File: src/rtl/mul_pass_seq_ctrl.sv
// mul_pass_seq_ctrl: multi-pass sequencer for an unsigned OP_W x OP_W multiply.
// It time-shares one external 16-row reduction tree and accumulates through a 64-bit CPA.
// Latency: NUM_PASS+1 cycles from the accept edge to out_valid (OP_W/16 passes plus a present cycle).
// Backpressure: in_ready is low while busy. out_valid/out_prod hold until out_ready.
// Ports:
//   clk, rst (sync, active-high)           - clock and reset
//   in_valid/in_ready, in_a, in_b          - operand handshake
//   out_valid/out_ready, out_prod          - product handshake (upper 64-2*OP_W bits zero)
//   busy                                   - high in any state other than IDLE
//   tree_pp, tree_p16 -> tree_sum, tree_carry - external tree (carry weight is <<1)
module mul_pass_seq_ctrl #(
  parameter int OP_W = 32
) (
  input  logic              clk,
  input  logic              rst,
  input  logic              in_valid,
  output logic              in_ready,
  input  logic [OP_W-1:0]   in_a,
  input  logic [OP_W-1:0]   in_b,
  output logic              out_valid,
  input  logic              out_ready,
  output logic [63:0]       out_prod,
  output logic              busy,
  output logic [1023:0]     tree_pp,
  output logic [63:0]       tree_p16,
  input  logic [63:0]       tree_sum,
  input  logic [63:0]       tree_carry
);

  localparam int   NUM_PASS  = OP_W / 16;
  localparam logic LAST_PASS = 1'(NUM_PASS - 1);

  if (OP_W != 16 && OP_W != 32) begin : g_bad_op_w
    $error("mul_pass_seq_ctrl: OP_W must be 16 or 32");
  end

  typedef enum logic [1:0] {IDLE, PASS, DONE} state_t;

  state_t            state;
  logic [OP_W-1:0]   a_q;
  logic [OP_W-1:0]   b_q;
  logic [63:0]       acc;
  logic              pass_cnt;

  logic [63:0]       a_ext;
  logic [31:0]       b_ext;
  logic [63:0]       cpa;

  assign a_ext    = 64'(a_q);
  assign b_ext    = 32'(b_q);
  assign out_prod = acc;

  // Resolve the redundant tree output; carries beyond bit 63 are dropped.
  assign cpa = tree_sum + {tree_carry[62:0], 1'b0};

  // Partial-product rows for the current pass. Multiplier bit index and
  // shift amount are both {pass_cnt, j}, i.e. 16*pass_cnt + j.
  // Tree inputs are held at zero outside PASS.
  always_comb begin
    tree_pp  = '0;
    tree_p16 = '0;
    if (state == PASS) begin
      tree_p16 = acc;
      for (int j = 0; j < 16; j++) begin
        if (b_ext[{pass_cnt, 4'(j)}]) begin
          tree_pp[64*j +: 64] = a_ext << {pass_cnt, 4'(j)};
        end
      end
    end
  end

  always_ff @(posedge clk) begin
    if (rst) begin
      state     <= IDLE;
      a_q       <= '0;
      b_q       <= '0;
      acc       <= '0;
      pass_cnt  <= 1'b0;
      in_ready  <= 1'b1;
      out_valid <= 1'b0;
      busy      <= 1'b0;
    end else begin
      case (state)
        IDLE: begin
          if (in_valid && in_ready) begin
            a_q      <= in_a;
            b_q      <= in_b;
            acc      <= '0;
            pass_cnt <= 1'b0;
            in_ready <= 1'b0;
            busy     <= 1'b1;
            state    <= PASS;
          end
        end
        PASS: begin
          acc <= cpa;
          if (pass_cnt == LAST_PASS) begin
            state <= DONE;
          end else begin
            pass_cnt <= pass_cnt + 1'b1;
          end
        end
        DONE: begin
          // First DONE cycle raises the registered out_valid from the settled
          // accumulator; afterwards it is held until the consumer takes it.
          if (!out_valid) begin
            out_valid <= 1'b1;
          end else if (out_ready) begin
            out_valid <= 1'b0;
            in_ready  <= 1'b1;
            busy      <= 1'b0;
            state     <= IDLE;
          end
        end
        default: begin
          state <= IDLE;
        end
      endcase
    end
  end

endmodule
File: config.mk
export PLATFORM = sky130hd
export DESIGN_NAME = mul_pass_seq_ctrl
export DESIGN_NICKNAME = d
export VERILOG_FILES = /design/src/rtl/mul_pass_seq_ctrl.sv
export SDC_FILE = /design/constraint.sdc
export NUM_CORES = 1
export LEC_CHECK = 0
export CAP_MARGIN = 0
export CORE_AREA = 8 8 524 526
export CTS_CLUSTER_DIAMETER = 120
export DETAILED_ROUTE_END_ITERATION = 6
export DIE_AREA = 0 0 532 534
export SYNTH_ARGS = -nofsm -noshare
export SYNTH_HDL_FRONTEND = slang
export SYNTH_SLANG_ARGS = --single-unit
File: constraint.sdc
create_clock -name clk -period 2.8 [get_ports clk]
set_input_delay 0.42 -clock clk [delete_from_list [all_inputs] [get_ports clk]]
set_output_delay 0.42 -clock clk [all_outputs]
set_load 0.02 [all_outputs]
=== Word-level counts from Yosys, hierarchy flattened ===
Cells that the tools add are included.

* Flip-flop bits (word level): 134
* Bits of input ports: 196
* Output and inout bits: 1155

* Add/sub/neg operators: 2
* Order comparisons: 16
* Equal/unequal tests: 6
* Shift-type cells: 16
* Mux-type cells: 69
* Reductions and logical operators: 8

{| class="wikitable"
|+ Operators by type and width
! kind !! count
|-
| two-way mux 64 bit || 18
|-
| two-way mux 1024 bit || 1
|-
| << shifter 32 x 5 -> 64 bit || 16
|-
| one-hot mux 64 bit (2 select lines) || 1
|-
| less-than comparator 5 x 6 -> 1 bit (second input constant) || 16
|-
| adder 64 bit || 1
|-
| two-way mux 1 bit || 41
|-
| two-way mux 2 bit || 4
|-
| != test 2 bit (second input constant) || 4
|-
| AND reduction 4 bit || 2
|-
| one-hot mux 1 bit (2 select lines) || 3
|-
| one-hot mux 2 bit (3 select lines) || 1
|-
| AND reduction 2 bit || 2
|-
| nonzero test 2 bit || 2
|-
| == test 2 x 1 -> 1 bit (second input constant) || 1
|-
| == test 2 bit (second input constant) || 1
|-
| zero test 2 bit || 1
|-
| adder 1 bit (second input constant) || 1
|-
| logical AND 1 bit || 1
|}

=== Depth between registers and ports, before layout ===
* Depth in word-level cells: 4
* Depth in mapped cells: 12
* Depth with buffers taken out: 12

=== Worst setup path after synthesis ===
Ideal clock, no wire load.

* Path kind: in2reg
* Start: input tree_sum[1]
* End: register acc[59], in the netlist out_prod[59]
* Setup time: 0.127 ns
* Arrival: 2.840 ns
* Required time: 2.673 ns
* Setup slack: -0.167 ns
* Stages: 12
* Cell sequence: ha_1 > fa_1 > a211oi_1 > o21ai_0 > nor4b_1 > a211oi_1 > o22ai_1 > nor2_2 > nor4_1 > a211o_1 > a221oi_1 > o21ai_0

* Word-level cells in the longest chain between the ends: 2

{| class="wikitable"
|+ RTL lines
! item !! line !! RTL
|-
| from (decl) || 26 || <nowiki>input logic [63:0] tree_sum,</nowiki>
|-
| adder 64 bit || 54 || <nowiki>assign cpa = tree_sum + {tree_carry[62:0], 1'b0};</nowiki>
|-
| one-hot mux 64 bit (2 select lines) || 83 || <nowiki>case (state)</nowiki>
|-
| to (signal assigned) || 96 || <nowiki>acc <= cpa;</nowiki>
|-
| to (decl) || 42 || <nowiki>logic [63:0] acc;</nowiki>
|}

Every way passes these cells.
A chain may end at the register's enable or synchronous reset.

=== Worst setup path in the final report ===
* Start: register pass_cnt
* End: output tree_pp[139]

* Word-level cells in the longest chain between the ends: 4

{| class="wikitable"
|+ RTL lines
! item !! line !! RTL
|-
| from (decl) || 43 || <nowiki>logic pass_cnt;</nowiki>
|-
| from (signal assigned) || 100 || <nowiki>pass_cnt <= pass_cnt + 1'b1;</nowiki>
|-
| branches (longest 2 deep; another with << shifter 32 x 5 -> 64 bit) || n/a ||
|-
| two-way mux 64 bit (*) || 65 || <nowiki>if (b_ext[{pass_cnt, 4'(j)}]) begin</nowiki>
|-
| two-way mux 1024 bit (*) || 62 || <nowiki>if (state == PASS) begin</nowiki>
|-
| to (decl) || 24 || <nowiki>output logic [1023:0] tree_pp,</nowiki>
|}

Mark *: on every way between the ends. The select of a mux whose other input is x is not followed.

==> out/qor.yml <==
outcome: "finished with violations"
violations: "negative setup slack"
worst_pin_slew_ns: 0.924
io_buffers: 1093
hpwl_mm: 128
end_kind: "output port"
drv_cap: 0
place_inst: 7223
tns_ns: -0.273
ys.flop_type: "dfxtp_1"
synth_top_area_share: 0.207
drv_slew: 0
max-clock-path-buffers: 2
cts.clk_slew.worst_paths_ns: 0.09
period_share: 1.02
design.die.area_sq_um: 284000
ff2ff_setup_slack_ns: 0.84
r2r_start: "state[0]"
synth.most_common_cell: "nor2_1"
dr.pass1.iters: 5
async_flop_share: 0
worstSkewPairLatency_ns: 0.50
antenna_found_initial: 64
h-tree-depth: 4
hold_end: "b_ext[10]"
grt_pass1_wl_mm: 204
grt_usage: 0.106
netlist_top_cells_count: "nor2_1 (810), nand2_1 (288), buf_4 (264), clkbuf_1 (171), a21oi_1 (159)"
max_freq_mhz: 352
synth_top_cell_by_area: "nor2_1"
rr_endpoint: "out_prod[39]"
antenna_left: 0
crit_fanout: 8
critical_path_arrival_ns: 2.42
drt_wl_total_mm: 179
min_period_ns: 2.84
drcViolationCount: 0
start_util: 0.0550
drt_iter0_markers: 1433
setup_ws_ns: -0.0436
final_cells: 7437
r2r_cells: 5
final_core_util: 0.129
slew_headroom: 0.382
via_per_inst: 2.94
dieHeight_um: 534
placed_cell_area_sq_um: 32300
fin_nets: 4110
rows: 190
syn_area_sq_um: 14700
fin_area_sq_um: 34400
synth.distinct_cells: 83
power_density_nw_per_um2: 316
leakage_nw: 16.4
cp.required_ns: 2.38
vias: 21800
rsz0062_at_grt: "true"
grt_max_degree: 99
cts_sinks: 134
cts_tree: "yes"
yosys-top-cells-area: "nor2_1 (21%), dfxtp_1 (18%), buf_4 (14%), nand2_1 (7.4%), a21oi_1 (5.4%)"
hold_class: "primary input to flop"
synth-edff-count: 0
io_pins: 1351
cts-root-buf: "clkbuf_16"
synth_warnings: 0
start_kind: "flop"
avgSynthCellArea_sq_um: 6.08
wl_per_cell_um: 24.1
hold_viol: 0
cts_made_buffers: 17
min_from: "rst"
yosysSeqAreaShare: 0.183
place_congestion: 0.801
grt_pass1_vias: 21000
drive_gt1_frac: 0.359
clock_skew_ns: 0.0218
global_route.overflow_total: 0
setup_violations: 21
syn_inst: 2410
die_x_um: 532
critPathKind: "flop to output port"
area_delta_synth_final_pct: 135
worstHoldPathCells: 3
coreArea_sq_um: 266000
ys_seq_elements: 134
hold_buffers: 0
ir_drop_mv: 0.479
[registers in the layout, indices dropped and copies added (netlist names)]
signal	flops
out_prod	64
state	2
in_ready	1
b_ext	32
pass_cnt	1
out_valid	1
busy	1
a_q	32
[critical path: stages (launching register included)]
cell and delay (ns):
dfxtp_4 0.40, buf_12 0.15, buf_12 0.14, buf_12 0.11
mux2i_4 0.24, buf_12 0.23, clkbuf_16 0.21, buf_12 0.13
nor2_1 0.05, clkbuf_2 0.16
[routing by layer]
metal  GRT usage  up-vias  wire length [um]
met5           0        -               187
met4      0.0341       28              5810
met3      0.0229      203             11100
met2       0.203     1208             96200
met1       0.117    10300             66100
li1            -    10100                 -
[cell type report]
cell class | count | area (sq um)
multi-input cells | 2048 | 11400
inverters | 14 | 52.6
well taps | 3552 | 4440
fillers | 30900 | 232000
diodes | 21 | 52.6
clock buffers | 17 | 425
clock inverters | 15 | 203
flip-flops and latches | 134 | 2690
repair buffers | 1636 | 15100
[cells in the final DEF (no fill, tap or decap), drive strengths merged, types with 17 or more instances in the layout]
cell / instances
a21o: 32
a21oi: 163
and2: 72
buf: 725
clkbuf: 394
clkdlybuf4s15: 74
clkdlybuf4s50: 230
conb: 256
dfxtp: 134
diode: 21
dlygate4sd2: 88
dlymetal6s2s: 142
ha: 62
inv: 22
mux2: 17
mux2i: 18
nand2: 289
nand3: 43
nand4: 17
nor2: 811
o21ai: 79
xnor2: 36
xor2: 21
[logic make-up (layout without fill, tap and decap cells)]
family,Yosys count,in the layout,synth area share
simple gates,1287,1287,0.360
compound gates,350,350,0.148
other cells,1,277,0.000256
flops,134,134,0.183
fa+ha+maj,63,63,0.0543
xor+xnor,57,57,0.0341
mux,35,35,0.0254
buf+inv,483,1682,0.195
[power by group]
group	internal, mW	total [mW]	leakage (nW)	switching, mW
Sequential	2.07	2.34	1.10	0.269
Clock	1.37	2.66	0.304	1.29
Combinational	2.45	5.87	15.0	3.43
[worst max-delay path by stage]
stage,from,to,slack [ns],cells past startpoint
finish,pass_cnt,tree_pp[139],-0.04,9
global route,pass_cnt,tree_pp[139],-0.15,9
CTS,pass_cnt,tree_pp[790],-0.25,7
detailed placement,tree_carry[0],out_prod[59],-1.63,13
global placement,tree_carry[0],out_prod[59],-1.77,13
floorplan,tree_sum[1],out_prod[59],0.02,12
[through the flow]
step,hold slack [ns],worst slack [ns],power [mW]
after floorplan,0.436,0.0232,4.54
after global placement,0.456,-1.77,7.16
after detailed placement,0.460,-1.63,7.16
after CTS,0.380,-0.252,10.5
after global routing,0.414,-0.150,11.5
final,0.428,-0.0436,10.9
[timing repair]
action,CTS,global route
gates resized for setup,1450,1152
setup endpoints to repair,831,618
pin swaps,55,73
setup buffers,48,85
cloned,10,30
Power figures use the tool's default switching activity.
